$ cat src/rtl/axi_master_pkg.sv
// Shared types and AXI encodings for the single-outstanding AXI4 master bridge.
package axi_master_pkg;

   typedef enum logic [2:0] {
      S_IDLE  = 3'd0,
      S_RADDR = 3'd1,
      S_RDATA = 3'd2,
      S_WADDR = 3'd3,
      S_WDATA = 3'd4,
      S_WRESP = 3'd5
   } state_t;

   localparam logic [1:0] BURST_INCR  = 2'b01;
   localparam logic [1:0] RESP_OKAY   = 2'b00;
   localparam logic [1:0] RESP_EXOKAY = 2'b01;
   localparam logic [1:0] RESP_SLVERR = 2'b10;
   localparam logic [1:0] RESP_DECERR = 2'b11;

endpackage

$ cat src/rtl/axi_beat_counter.sv
// Burst beat counter shared by the read and write paths; saturates at len.
module axi_beat_counter (
   input  logic       ACLK,
   input  logic       ARESETn,
   input  logic       i_clr,
   input  logic       i_inc,
   input  logic [3:0] i_len,
   output logic [3:0] o_cnt,
   output logic       o_last
);

   logic [3:0] r_cnt;

   always_ff @(posedge ACLK or negedge ARESETn) begin
      if (!ARESETn)
         r_cnt <= '0;
      else if (i_clr)
         r_cnt <= '0;
      else if (i_inc && !o_last)
         r_cnt <= r_cnt + 4'd1;
   end

   assign o_cnt  = r_cnt;
   assign o_last = (r_cnt == i_len);

endmodule

$ cat src/rtl/axi_master_bridge.sv
// Single-outstanding AXI4 master: native request port -> one INCR read or write burst.
//   state   | meaning
//   IDLE    | req_ready high, waiting for a native request
//   RADDR   | ARVALID held until ARREADY
//   RDATA   | R beats passed through to the native read stream
//   WADDR   | AWVALID held until AWREADY, W not yet driven
//   WDATA   | native write beats passed through to W, WLAST on final beat
//   WRESP   | BREADY high until the write response arrives
module axi_master_bridge
   import axi_master_pkg::*;
#(
   parameter logic [3:0] MASTER_ID = 4'd0
) (
   input  logic        ACLK,
   input  logic        ARESETn,
   input  logic        req_valid,
   output logic        req_ready,
   input  logic        req_write,
   input  logic [31:0] req_addr,
   input  logic [3:0]  req_len,
   input  logic [2:0]  req_size,
   input  logic [31:0] wr_data,
   input  logic [3:0]  wr_strb,
   input  logic        wr_valid,
   output logic        wr_ready,
   output logic [31:0] rd_data,
   output logic        rd_valid,
   output logic        rd_last,
   input  logic        rd_ready,
   output logic        done,
   output logic        done_err,
   output logic [3:0]  ARID,
   output logic [31:0] ARADDR,
   output logic [3:0]  ARLEN,
   output logic [2:0]  ARSIZE,
   output logic [1:0]  ARBURST,
   output logic        ARVALID,
   input  logic        ARREADY,
   input  logic [3:0]  RID,
   input  logic [31:0] RDATA,
   input  logic [1:0]  RRESP,
   input  logic        RLAST,
   input  logic        RVALID,
   output logic        RREADY,
   output logic [3:0]  AWID,
   output logic [31:0] AWADDR,
   output logic [3:0]  AWLEN,
   output logic [2:0]  AWSIZE,
   output logic [1:0]  AWBURST,
   output logic        AWVALID,
   input  logic        AWREADY,
   output logic [31:0] WDATA,
   output logic [3:0]  WSTRB,
   output logic        WLAST,
   output logic        WVALID,
   input  logic        WREADY,
   input  logic [3:0]  BID,
   input  logic [1:0]  BRESP,
   input  logic        BVALID,
   output logic        BREADY
);

   state_t      r_state, w_state_nxt;
   logic        r_live;
   logic [31:0] r_addr;
   logic [3:0]  r_len;
   logic [2:0]  r_size;
   logic        r_err, w_err_nxt;
   logic        r_done, w_done_nxt;
   logic        r_done_err, w_done_err_nxt;
   logic        w_accept, w_cnt_inc, w_last;
   logic [3:0]  w_cnt;
   logic        w_in_rdata, w_in_wdata, w_r_hs, w_w_hs;

   axi_beat_counter u_beat_cnt (
      .ACLK    (ACLK),
      .ARESETn (ARESETn),
      .i_clr   (w_accept),
      .i_inc   (w_cnt_inc),
      .i_len   (r_len),
      .o_cnt   (w_cnt),
      .o_last  (w_last)
   );

   assign w_in_rdata = (r_state == S_RDATA);
   assign w_in_wdata = (r_state == S_WDATA);
   assign w_r_hs     = w_in_rdata && RVALID && rd_ready;
   assign w_w_hs     = w_in_wdata && wr_valid && WREADY;
   assign req_ready  = r_live && (r_state == S_IDLE);

   always_ff @(posedge ACLK or negedge ARESETn) begin
      if (!ARESETn) begin
         r_state    <= S_IDLE;
         r_live     <= 1'b0;
         r_addr     <= '0;
         r_len      <= '0;
         r_size     <= '0;
         r_err      <= 1'b0;
         r_done     <= 1'b0;
         r_done_err <= 1'b0;
      end else begin
         r_state    <= w_state_nxt;
         r_live     <= 1'b1;
         r_err      <= w_err_nxt;
         r_done     <= w_done_nxt;
         r_done_err <= w_done_err_nxt;
         if (w_accept) begin
            r_addr <= req_addr;
            r_len  <= req_len;
            r_size <= req_size;
         end
      end
   end

   always_comb begin
      w_state_nxt    = r_state;
      w_err_nxt      = r_err;
      w_done_nxt     = 1'b0;
      w_done_err_nxt = 1'b0;
      w_accept       = 1'b0;
      w_cnt_inc      = 1'b0;
      case (r_state)
         S_IDLE: begin
            if (req_valid && req_ready) begin
               w_accept    = 1'b1;
               w_err_nxt   = 1'b0;
               w_state_nxt = req_write ? S_WADDR : S_RADDR;
            end
         end
         S_RADDR: if (ARREADY) w_state_nxt = S_RDATA;
         S_RDATA: begin
            if (w_r_hs) begin
               w_err_nxt = r_err || (RRESP != RESP_OKAY) || (RID != MASTER_ID);
               if (RLAST) begin
                  // Early RLAST shows up as the counter not yet at len.
                  w_err_nxt      = w_err_nxt || !w_last;
                  w_done_nxt     = 1'b1;
                  w_done_err_nxt = w_err_nxt;
                  w_state_nxt    = S_IDLE;
               end else begin
                  if (w_last) w_err_nxt = 1'b1;
                  w_cnt_inc = 1'b1;
               end
            end
         end
         S_WADDR: if (AWREADY) w_state_nxt = S_WDATA;
         S_WDATA: begin
            if (w_w_hs) begin
               if (w_last) w_state_nxt = S_WRESP;
               else        w_cnt_inc   = 1'b1;
            end
         end
         S_WRESP: begin
            if (BVALID) begin
               w_err_nxt      = r_err || (BRESP != RESP_OKAY) || (BID != MASTER_ID);
               w_done_nxt     = 1'b1;
               w_done_err_nxt = w_err_nxt;
               w_state_nxt    = S_IDLE;
            end
         end
         default: w_state_nxt = S_IDLE;
      endcase
   end

   assign ARID    = MASTER_ID;
   assign ARADDR  = r_addr;
   assign ARLEN   = r_len;
   assign ARSIZE  = r_size;
   assign ARBURST = BURST_INCR;
   assign ARVALID = (r_state == S_RADDR);

   assign rd_data = w_in_rdata ? RDATA : '0;
   assign rd_valid = w_in_rdata && RVALID;
   assign rd_last  = w_in_rdata && RLAST;
   assign RREADY   = w_in_rdata && rd_ready;

   assign AWID    = MASTER_ID;
   assign AWADDR  = r_addr;
   assign AWLEN   = r_len;
   assign AWSIZE  = r_size;
   assign AWBURST = BURST_INCR;
   assign AWVALID = (r_state == S_WADDR);

   assign WDATA    = w_in_wdata ? wr_data : '0;
   assign WSTRB    = w_in_wdata ? wr_strb : '0;
   assign WVALID   = w_in_wdata && wr_valid;
   assign WLAST    = w_in_wdata && w_last;
   assign wr_ready = w_in_wdata && WREADY;
   assign BREADY   = (r_state == S_WRESP);

   assign done     = r_done;
   assign done_err = r_done_err;

endmodule

$ cat config.mk
export PLATFORM = sky130hd
export DESIGN_NAME = axi_master_bridge
export DESIGN_NICKNAME = d
export VERILOG_FILES = /design/src/rtl/axi_master_pkg.sv /design/src/rtl/axi_beat_counter.sv /design/src/rtl/axi_master_bridge.sv
export SDC_FILE = /design/constraint.sdc
export NUM_CORES = 1
export LEC_CHECK = 0
export CORE_AREA = 2 2 117 119
export CTS_CLUSTER_DIAMETER = 50
export DETAILED_ROUTE_END_ITERATION = 16
export DIE_AREA = 0 0 119 121
export PLACE_DENSITY = 0.68
export SKIP_CTS_REPAIR_TIMING = 1
export SLEW_MARGIN = 20
export SYNTH_ARGS = -nofsm -noshare
export SYNTH_HDL_FRONTEND = slang
export SYNTH_SLANG_ARGS = --single-unit
$ cat constraint.sdc
create_clock -name ACLK -period 1.58 [get_ports ACLK]
set_input_delay 0.237 -clock ACLK [delete_from_list [all_inputs] [get_ports ACLK]]
set_output_delay 0.237 -clock ACLK [all_outputs]
set_load 0.02 [all_outputs]
==> impl_metrics.tcl <==
set metrics [dict create \
    drc 0 \
    finalInstanceArea_sq_um 6900 \
    combPwrFrac_pct 71.8 \
    hold_class "primary input to register" \
    hold_violations 0 \
    power_switching_w 0.00481 \
    htree_levels 2 \
    overflow 0 \
    io_pins 301 \
    worst_setup_path_start_kind "register" \
    r2r_cells 6 \
    vias_per_cell 4.16 \
    grt_pass1_vias 3224 \
    diodes 0 \
    cp_max_fo 8 \
    netlist_area_sq_um 3100 \
    finalCritPeriodShare_pct 120 \
    synth_area_leader_cell "dfrtp_1" \
    port-buffer-count 288 \
    rsz0062_at_grt "true" \
    power_density_nw_per_um2 1750 \
    track_usage_pct 15.2 \
    max-clock-path-buffers 2 \
    utilization_pct 52.7 \
    pwr-share-seq_pct 19.7 \
    die_height_um 121 \
    holdPathEnd "done_err" \
    status "finished, violations left" \
    synth_edf_count 0 \
    num_rows 42 \
    vias 3223 \
    setup_viol 124 \
    fmax_ghz 0.528 \
    ant_nets 0 \
    violations "setup timing" \
    dpl-instance-area_sq_um 6110 \
    yosys.area.top_type_share_pct 40.4 \
    yosysWarnings 0 \
    final.setup.worst_slack_ns -0.313 \
    grt_pass1_wl_mm 17.6 \
    core_area_sq_um 13100 \
    wl_per_cell_um 17.2 \
    die_area_sq_um 14400 \
    synth_cell_types 41 \
    ys_seq_area_share_pct 40.4 \
    r2r_start "r_state[2]" \
    criticalPathCategory "register to output port" \
    grt_max_degree 39 \
    dp_hpwl_mm 9.83 \
    finClkSkew_ns 0.00717 \
    antenna_found_initial 0 \
    holdPathStages 4 \
    clk_pin_slew_ns 0.06 \
    cp.arrival_ns 1.66 \
    final_nets 730 \
    r2r_end "ARADDR[14]" \
    first_pass_iters 4 \
    cts_made_buffers 5 \
    avgSynthCellArea_sq_um 10.3 \
    endpoint_kind "output port" \
    gp_congestion 0.728 \
    die_x_um 119 \
    swShare_pct 39.8 \
    clkPwrFrac_pct 8.5 \
    total_leakage_power_nw 3.17 \
    wirelength_mm 13.3 \
    cts_tree "done" \
    reg2reg_slack_ns -0.29 \
    cts_root_buf "clkbuf_16" \
    clock_latency_ns 0.28 \
    peakVddDrop_v 0.000766 \
    drv_cap 0 \
    drt-initial-drc-count 102 \
    drive_above_1_share_pct 44.0 \
    required_ns 1.34 \
    period_needed_ns 1.89 \
    cts.sinks 50 \
    synthArstFlopShare_pct 100 \
    area_delta_synth_final_pct 122 \
    critPathLaunch "r_state[0]" \
    ys.flop_type "dfrtp_1" \
    finalMaxSlewViolations 0 \
    synth.area.top_cells "dfrtp_1 40%, and2_1 15%, mux2_2 15%" \
    start_util_pct 23.7 \
    ys_seq_elements 50 \
    p_int_w 0.00726 \
    postSynthCellCount 300 \
    worstHoldStart "BID[3]" \
]
[cells in the mapped netlist, types with 3 or more instances]
cell       n
nand3_1    4
clkbuf_1   8
nor3_1     4
nand2_1    8
mux2i_1    3
mux2_2    41
buf_2      5
buf_4     53
xnor2_1    4
dfrtp_1   50
and2_1    76
nor2_1     4
a21oi_1    3
o21ai_0    3
[kinds of logic after synthesis]
logic type,synth area share (%)
DFF,40.4
muxes,16.6
buffers and inverters,15.2
xor gates and xnor gates,1.13
adders and majority gates,0.403
AOI/OAI and AO/OA,4.04
other,0.242
and+or+nand+nor,22.0
[layout make-up]
class,instances,area (sq um)
inverter,2,7.51
timing repair buffer,347,3560
tap,176,220
fill,1128,6190
multi-input combinational,192,1720
clock inverter,1,7.51
clock buffer,6,129
sequential,50,1250
[critical path, stage by stage (launching register included)]
cell     delay [ns]
dfrtp_2        0.47
nor3b_4        0.22
buf_6          0.19
buf_4          0.13
buf_6          0.10
and2_1         0.14
buf_6          0.12
[per-stage QoR]
stage                     total power [W]  hold WS [ns]  worst slack [ns]  std cells  TNS, ns
after floorplan                   0.00654       -0.0586           -0.0434        311    -1.58
after global routing               0.0126         0.427            -0.366        774   -34.24
after detailed placement          0.00975         0.218            -0.405        741   -40.13
after global placement            0.00966         0.213            -0.386        741   -36.06
final                              0.0121         0.407            -0.313        774   -26.79
after CTS                          0.0108       -0.0908            -0.718        748   -61.64
[layout by cell type, fill, tap and decap left out, types with 2 or more instances in the layout]
master and n:
clkdlybuf4s50_1 195, buf_6 67, dfrtp_1 47, and2_4 46, buf_4 42, mux2_2 23
mux2_4 18, and2_1 16, and2_2 14, dlymetal6s2s_1 14, conb_1 13, clkbuf_16 12
nand2_1 8, buf_2 8, clkbuf_2 6, xnor2_1 4, nor2_1 3, nor3_1 3
mux2i_1 3, buf_12 3, dfrtp_2 3, nor4_1 2, nand3b_1 2, nor3b_4 2
nand3_1 2, nand2b_1 2, nand3_2 2, o21ai_0 2, a21oi_1 2, o211ai_1 2
buf_8 2, clkbuf_4 2
[routing by layer]
layer	wire length [um]	global-route usage, %
met5	0	0
met2	6790	25.8
met3	1030	4.23
met4	102	3.79
met1	5390	19.1
[power groups by stage]
| stage | registers [W] | clock network, W | logic [W] |
|---|---|---|---|
| 2_1_floorplan | 0.00295 | 0 | 0.00359 |
| 6_report | 0.00238 | 0.00103 | 0.00866 |
| 4_1_cts | 0.00237 | 0.00107 | 0.00738 |
| 5_1_grt | 0.00247 | 0.00110 | 0.00907 |
| 3_5_place_dp | 0.00239 | 0 | 0.00736 |
| 3_3_place_gp | 0.00235 | 0 | 0.00731 |
[state kept, by name (all words and copies together), names as in the netlist]
register / flops
r_state: 3
ARADDR: 32
ARSIZE: 3
u_beat_cnt.o_cnt: 4
r_err: 1
done_err: 1
ARLEN: 4
done: 1
r_live: 1
[worst max path at each step]
stage / end
finish: rd_data[11]
global route: rd_data[11]
CTS: WDATA[26]
detailed placement: WDATA[26]
global placement: r_state[1]
floorplan: WDATA[14]
No activity file was read; power rests on OpenSTA's default activity.
